### src/rtl/idu_pipe.sv
// RV64I(+M) decode stage: combinational decode of the incoming word, registered
// into an output slot backed by a one-entry skid so backpressure costs no bubbles.
module idu_pipe #(
    parameter int XLEN     = 64,
    parameter bit DECODE_M = 1'b1,
    parameter int CNT_W    = 32
) (
    input  logic             clk,
    input  logic             rst,
    input  logic             flush,
    input  logic             i_valid,
    output logic             o_ready,
    input  logic [31:0]      i_insn,
    input  logic [XLEN-1:0]  i_pc,
    output logic             o_valid,
    input  logic             i_ready,
    output logic [31:0]      o_insn,
    output logic [XLEN-1:0]  o_pc,
    output logic [4:0]       o_rd,
    output logic [4:0]       o_rs1_addr,
    output logic [4:0]       o_rs2_addr,
    output logic             o_rs1_re,
    output logic             o_rs2_re,
    output logic             o_rf_we,
    output logic [XLEN-1:0]  o_imm,
    output logic             o_lsu_load,
    output logic             o_lsu_store,
    output logic [3:0]       o_lsu_size,
    output logic             o_lsu_sigext,
    output logic             o_wb_sel,
    output logic             o_mul,
    output logic             o_sys,
    output logic             o_illegal,
    output logic [CNT_W-1:0] o_dec_cnt
);

    localparam logic [6:0] OP_LUI    = 7'b0110111;
    localparam logic [6:0] OP_AUIPC  = 7'b0010111;
    localparam logic [6:0] OP_JAL    = 7'b1101111;
    localparam logic [6:0] OP_JALR   = 7'b1100111;
    localparam logic [6:0] OP_BRANCH = 7'b1100011;
    localparam logic [6:0] OP_LOAD   = 7'b0000011;
    localparam logic [6:0] OP_STORE  = 7'b0100011;
    localparam logic [6:0] OP_IMM    = 7'b0010011;
    localparam logic [6:0] OP_IMM32  = 7'b0011011;
    localparam logic [6:0] OP_REG    = 7'b0110011;
    localparam logic [6:0] OP_REG32  = 7'b0111011;
    localparam logic [6:0] OP_FENCE  = 7'b0001111;
    localparam logic [6:0] OP_SYSTEM = 7'b1110011;

    typedef struct packed {
        logic [31:0]     insn;
        logic [XLEN-1:0] pc;
        logic [4:0]      rd;
        logic [4:0]      rs1;
        logic [4:0]      rs2;
        logic            rs1_re;
        logic            rs2_re;
        logic            rf_we;
        logic [XLEN-1:0] imm;
        logic            load;
        logic            store;
        logic [3:0]      size;
        logic            sigext;
        logic            mul;
        logic            sys;
        logic            illegal;
    } dec_t;

    function automatic logic [XLEN-1:0] sext32(input logic signed [31:0] v);
        return XLEN'(v);
    endfunction

    dec_t            dec_p0;
    dec_t            out_p1;
    dec_t            skid_p1;
    logic            vld_p1;
    logic            skid_vld_p1;
    logic [CNT_W-1:0] cnt;

    logic [6:0]      opc;
    logic [2:0]      f3;
    logic [6:0]      f7;
    logic            ok, we, r1, r2, ld, st, sx, mul, sys;
    logic [3:0]      size;
    logic [XLEN-1:0] imm;
    logic [XLEN-1:0] imm_i;

    assign opc   = i_insn[6:0];
    assign f3    = i_insn[14:12];
    assign f7    = i_insn[31:25];
    assign imm_i = sext32({{20{i_insn[31]}}, i_insn[31:20]});

    // Stage p0: decode of the word currently offered by the IFU
    always_comb begin
        ok = 1'b0; we = 1'b0; r1 = 1'b0; r2 = 1'b0; ld = 1'b0; st = 1'b0;
        sx = 1'b0; mul = 1'b0; sys = 1'b0; size = 4'd0; imm = '0;
        case (opc)
            OP_LUI, OP_AUIPC: begin
                ok = 1'b1; we = 1'b1;
                imm = sext32({i_insn[31:12], 12'b0});
            end
            OP_JAL: begin
                ok = 1'b1; we = 1'b1;
                imm = sext32({{11{i_insn[31]}}, i_insn[31], i_insn[19:12], i_insn[20], i_insn[30:21], 1'b0});
            end
            OP_JALR: begin
                ok = (f3 == 3'd0); we = 1'b1; r1 = 1'b1; imm = imm_i;
            end
            OP_BRANCH: begin
                ok = (f3 != 3'd2) && (f3 != 3'd3); r1 = 1'b1; r2 = 1'b1;
                imm = sext32({{19{i_insn[31]}}, i_insn[31], i_insn[7], i_insn[30:25], i_insn[11:8], 1'b0});
            end
            OP_LOAD: begin
                ok = (f3 != 3'd7); we = 1'b1; r1 = 1'b1; ld = 1'b1; imm = imm_i;
                size = 4'd1 << f3[1:0];
                sx = ~f3[2] && (f3[1:0] != 2'd3);
            end
            OP_STORE: begin
                ok = ~f3[2]; r1 = 1'b1; r2 = 1'b1; st = 1'b1;
                size = 4'd1 << f3[1:0];
                imm = sext32({{20{i_insn[31]}}, i_insn[31:25], i_insn[11:7]});
            end
            OP_IMM: begin
                we = 1'b1; r1 = 1'b1;
                if (f3 == 3'd1 || f3 == 3'd5) begin
                    ok = (i_insn[31:26] == 6'b000000) || (f3 == 3'd5 && i_insn[31:26] == 6'b010000);
                    imm = XLEN'(i_insn[25:20]);
                end else begin
                    ok = 1'b1; imm = imm_i;
                end
            end
            OP_IMM32: begin
                we = 1'b1; r1 = 1'b1;
                if (f3 == 3'd0) begin
                    ok = 1'b1; imm = imm_i;
                end else begin
                    ok = (f3 == 3'd1 && f7 == 7'b0000000) ||
                         (f3 == 3'd5 && (f7 == 7'b0000000 || f7 == 7'b0100000));
                    imm = XLEN'(i_insn[24:20]);
                end
            end
            OP_REG: begin
                we = 1'b1; r1 = 1'b1; r2 = 1'b1; mul = (f7 == 7'b0000001);
                ok = (f7 == 7'b0000000) ||
                     (f7 == 7'b0100000 && (f3 == 3'd0 || f3 == 3'd5)) ||
                     (DECODE_M && mul);
            end
            OP_REG32: begin
                we = 1'b1; r1 = 1'b1; r2 = 1'b1; mul = (f7 == 7'b0000001);
                ok = (f7 == 7'b0000000 && (f3 == 3'd0 || f3 == 3'd1 || f3 == 3'd5)) ||
                     (f7 == 7'b0100000 && (f3 == 3'd0 || f3 == 3'd5)) ||
                     (DECODE_M && mul && (f3 == 3'd0 || f3[2]));
            end
            OP_FENCE: ok = (f3 == 3'd0);
            OP_SYSTEM: begin
                sys = (i_insn == 32'h0000_0073) || (i_insn == 32'h0010_0073);
                ok  = sys;
            end
            default: ok = 1'b0;
        endcase

        dec_p0      = '0;
        dec_p0.insn = i_insn;
        dec_p0.pc   = i_pc;
        if (ok) begin
            dec_p0.rd     = we ? i_insn[11:7]  : 5'd0;
            dec_p0.rs1    = r1 ? i_insn[19:15] : 5'd0;
            dec_p0.rs2    = r2 ? i_insn[24:20] : 5'd0;
            dec_p0.rs1_re = r1;
            dec_p0.rs2_re = r2;
            dec_p0.rf_we  = we;
            dec_p0.imm    = imm;
            dec_p0.load   = ld;
            dec_p0.store  = st;
            dec_p0.size   = size;
            dec_p0.sigext = sx;
            dec_p0.mul    = mul;
            dec_p0.sys    = sys;
        end else begin
            dec_p0.illegal = 1'b1;
        end
    end

    logic accept, deliver;
    assign accept  = i_valid && !skid_vld_p1 && !flush;
    assign deliver = vld_p1 && i_ready;

    // Stage p1: output slot plus skid; skid only fills while the output is stalled
    always_ff @(posedge clk or posedge rst) begin
        if (rst) begin
            vld_p1      <= 1'b0;
            skid_vld_p1 <= 1'b0;
            out_p1      <= '0;
            skid_p1     <= '0;
            cnt         <= '0;
        end else begin
            if (deliver) cnt <= cnt + CNT_W'(1);
            if (flush) begin
                vld_p1      <= 1'b0;
                skid_vld_p1 <= 1'b0;
            end else if (skid_vld_p1 && (!vld_p1 || deliver)) begin
                out_p1      <= skid_p1;
                vld_p1      <= 1'b1;
                skid_vld_p1 <= 1'b0;
            end else if (!vld_p1 || deliver) begin
                vld_p1 <= accept;
                if (accept) out_p1 <= dec_p0;
            end else if (accept) begin
                skid_p1     <= dec_p0;
                skid_vld_p1 <= 1'b1;
            end
        end
    end

    assign o_ready      = ~skid_vld_p1;
    assign o_valid      = vld_p1;
    assign o_insn       = out_p1.insn;
    assign o_pc         = out_p1.pc;
    assign o_rd         = out_p1.rd;
    assign o_rs1_addr   = out_p1.rs1;
    assign o_rs2_addr   = out_p1.rs2;
    assign o_rs1_re     = out_p1.rs1_re;
    assign o_rs2_re     = out_p1.rs2_re;
    assign o_rf_we      = out_p1.rf_we;
    assign o_imm        = out_p1.imm;
    assign o_lsu_load   = out_p1.load;
    assign o_lsu_store  = out_p1.store;
    assign o_lsu_size   = out_p1.size;
    assign o_lsu_sigext = out_p1.sigext;
    assign o_wb_sel     = out_p1.load;
    assign o_mul        = out_p1.mul;
    assign o_sys        = out_p1.sys;
    assign o_illegal    = out_p1.illegal;
    assign o_dec_cnt    = cnt;

endmodule

### config.mk
export PLATFORM = sky130hd
export DESIGN_NAME = idu_pipe
export DESIGN_NICKNAME = d
export VERILOG_FILES = /design/src/rtl/idu_pipe.sv
export SDC_FILE = /design/constraint.sdc
export NUM_CORES = 1
export LEC_CHECK = 0
export BUFFER_PORTS_ARGS = -buffer_cell sky130_fd_sc_hd__buf_2
export CAP_MARGIN = 20
export CORE_MARGIN = 5
export CORE_UTILIZATION = 50
export DETAILED_ROUTE_END_ITERATION = 10
export PLACE_DENSITY = 0.74
export SKIP_CTS_REPAIR_TIMING = 1
export SLEW_MARGIN = 20
export SYNTH_ARGS = -nofsm -noshare
export SYNTH_HDL_FRONTEND = slang
export SYNTH_SLANG_ARGS = --single-unit
### constraint.sdc
create_clock -name clk -period 11.7 [get_ports clk]
set_input_delay 0.585 -clock clk [delete_from_list [all_inputs] [get_ports clk]]
set_output_delay 0.585 -clock clk [all_outputs]
set_load 0.02 [all_outputs]
==> reports/qor.csv <==
metric,value,unit
Unique masters post-synth,53,
ranking of synthesized cells by area,"dfrtp_1, nand2_1, o21ai_0, o22ai_1, clkbuf_1",
max_cap viols,0,
die area,0.0340,mm^2
storage element area,0.00866,mm^2
Longest Clk Path Bufs,3,
final wirelength,43.8,mm
worst setup path class,flop to flop,
worst r2r dst,o_imm[3]$_DFFE_PP0P_,
"FFs w/ async S/R, synth",1.00,
"EDFF count, synth",0,
synthesized flop and latch total,346,
worst path required time,12.11,ns
Fill cells,2584,
Port Buf Inserts,323,
H-tree levels,2,
critical path data arrival time,4.09,ns
total core area,0.0298,mm^2
P_leak,9.07,nW
R2R cell count,6,
antenna-violating nets left,0,
status,"finished, final reports clean",
worst slew pin tran,1.00,ns
Starting Density,0.510,
Clk network pwr share,0.383,
TritonRoute pass-1 iters,5,
vias in the first global route,12700,
cell accounting for the most synthesized area,dfrtp_1,
Comb power frac,0.151,
largest net degree at the start of global routing,124,
CTS tree,yes,
Mapped Cells,1659,
top-count cell post-synth,nand2_1,
Remaining DRCs,0,
Crit Path Max Fanout,123,
clk root buf,clkbuf_16,
synth cell count leaders,"nand2_1, dfrtp_1, o21ai_0, clkbuf_1, o22ai_1",
clock sink count,346,
Final min period,3.68,ns
die height,184,um
worst r2r src,o_valid$_DFFE_PP0P_,
initial antenna violation count,3,
post-synth top area share,0.570,
Area Growth Syn to Fin,18.7,%
"CTS clk-pin slew, worst paths",0.06,ns
Slowest cell on crit path,or4b_4,
Final nets,1983,
PD cells,172,mW/mm^2
Hold Fails Final Rpt,0,
WL/cell,19.1,um
endpoint class of the critical path,flop,
cell row count,63,
vias per std cell,5.76,
critical path cell sequence,nand2b_1 -> nand2_4 -> buf_6 -> buf_4 -> or4b_4 -> o31ai_1,
YS warnings,0,
unrepaired setup endpoints after global routing,false,
I/O pin cnt,324,
final setup fails,0,
max-slew violation count,0,
area of the mapped netlist,0.0152,mm^2
post-DP HPWL,28.7,mm
Placer Congestion,0.916,
worst skew pair latency,0.51,ns
layout cell share with drive strength beyond 1,0.218,
DR vias,13200,
crit-path max cell delay,0.67,ns
hold_ws,0.157,ns
Reg power frac,0.466,
Worst R2R Setup Slack,8.02,ns
first-pass GRT wire length,69.8,mm
Setup crit start kind,flop,
total track usage,0.252,
Switching Fraction,0.282,
Die Wd,184,um
"Seq/Total Area, Yosys",0.570,
Sum Neg Setup Slack,0,ns
"Primary FF master, synth",dfrtp_1,
Num CTS Buffers,38,
global route total overflow,0,
syn nets,1761,
max frequency,0.272,GHz
Worst slew margin,0.333,
Detailed Route Iter0 Violations,1344,
clk_skew,0.00865,ns
maximum vdd drop,0.0840,mV
Int Power,2.23,mW
fin crit share,0.314,
Hold/Removal Path Class,primary input to async pin,
area of the multi-input gates,0.00580,mm^2
Net Switching,0.875,mW
Mean Syn Cell Area,9.16,um^2
==> metrics by stage <==
step	setup slack (ns)	total power, mW	cell area (um^2)	std cells	util
final	8.02	3.10	18000	2297	0.605
after global routing	7.69	3.25	18000	2297	0.605
after CTS	7.83	3.13	18000	2295	0.604
after detailed placement	7.44	1.94	16700	2230	0.562
after global placement	7.58	1.92	16700	2230	0.562
after floorplan	1.52	1.74	15200	1659	-
==> worst max-delay path, delay by kind of cell, from the launching register on <==
kind	cells	cell delay (ns)
buf+inv	2	0.98
flops	1	0.42
simple gates	3	1.85
compound gates	1	0.23
==> cells by family (layout without fill, tap and decap cells) <==
group | Yosys count | after routing | share of synthesized area
mux | 6 | 6 | 0.00436
compound gates | 424 | 424 | 0.169
buf+inv | 173 | 420 | 0.0515
other cells | 0 | 1 | 0
simple gates | 677 | 677 | 0.186
xor+xnor | 32 | 32 | 0.0184
flops | 346 | 346 | 0.570
fa+ha+maj | 1 | 1 | 0.000823
==> sequential cells by signal (all words and copies together), names as in the netlist, 4 cells and up <==
register    count
o_rs1_addr      5
skid_p1       156
o_pc           64
o_lsu_size      4
o_rd            5
o_dec_cnt      32
o_imm          32
o_rs2_addr      5
o_insn         32
==> power groups by stage <==
stage / Combinational, mW / Sequential (mW) / Clock, mW
after floorplan: 0.197 / 1.54 / 0
after global placement: 0.458 / 1.46 / 0
after detailed placement: 0.471 / 1.46 / 0
after CTS: 0.472 / 1.44 / 1.21
after global routing: 0.518 / 1.46 / 1.27
final: 0.468 / 1.45 / 1.19
==> per-layer routing <==
metal,track usage,vias to the layer above,wire [um]
li1,-,6159,-
met1,0.355,6397,18000
met2,0.402,574,20700
met3,0.0474,96,3820
met4,0.0707,4,1270
met5,0,-,23
==> cell type report <==
class                   instances  area share
clock buffers                  59      0.0644
multi-input cells            1140       0.322
flip-flops and latches        346       0.480
diodes                          1    0.000139
clock inverters                 6     0.00479
inverters                      16     0.00389
repair buffers                339      0.0978
well taps                     390      0.0271
==> worst max path at each step <==
| stage | from | end | slack [ns] | cells past startpoint |
|---|---|---|---|---|
| after floorplan | rst | o_dec_cnt[0]$_DFFE_PP0P_ | 1.52 | 1 |
| after global placement | i_ready | o_imm[18]$_DFFE_PP0P_ | 7.58 | 8 |
| after detailed placement | i_ready | o_imm[12]$_DFFE_PP0P_ | 7.44 | 8 |
| after CTS | o_valid$_DFFE_PP0P_ | o_imm[13]$_DFFE_PP0P_ | 7.83 | 7 |
| after global routing | o_valid$_DFFE_PP0P_ | o_imm[23]$_DFFE_PP0P_ | 7.69 | 7 |
| final | o_valid$_DFFE_PP0P_ | o_imm[3]$_DFFE_PP0P_ | 8.02 | 6 |
==> cell usage in the layout (no fill, tap or decap), types with 4 or more instances in the layout <==
cell type  instances
nand4_1            7
clkbuf_16         39
a21oi_1           74
buf_4             13
o41ai_1           22
clkbuf_1           9
inv_1             14
o22ai_1          101
and2_1             4
a21o_1            10
and4_1             4
xor2_1            11
dfrtp_1          346
o31ai_1           39
nor3_1            38
mux2_2             5
nand3b_1           5
nand2_1          456
nand3_1           24
xnor2_1           21
a31oi_1           24
or4_1              4
or3_1              4
o21ai_0          129
clkbuf_8          11
a22oi_1            4
nor2_1            93
buf_2            323
nand2b_1           7
or3b_2             4
a22o_1            10
and3_1            10
No activity file was read; power rests on OpenSTA's default activity.
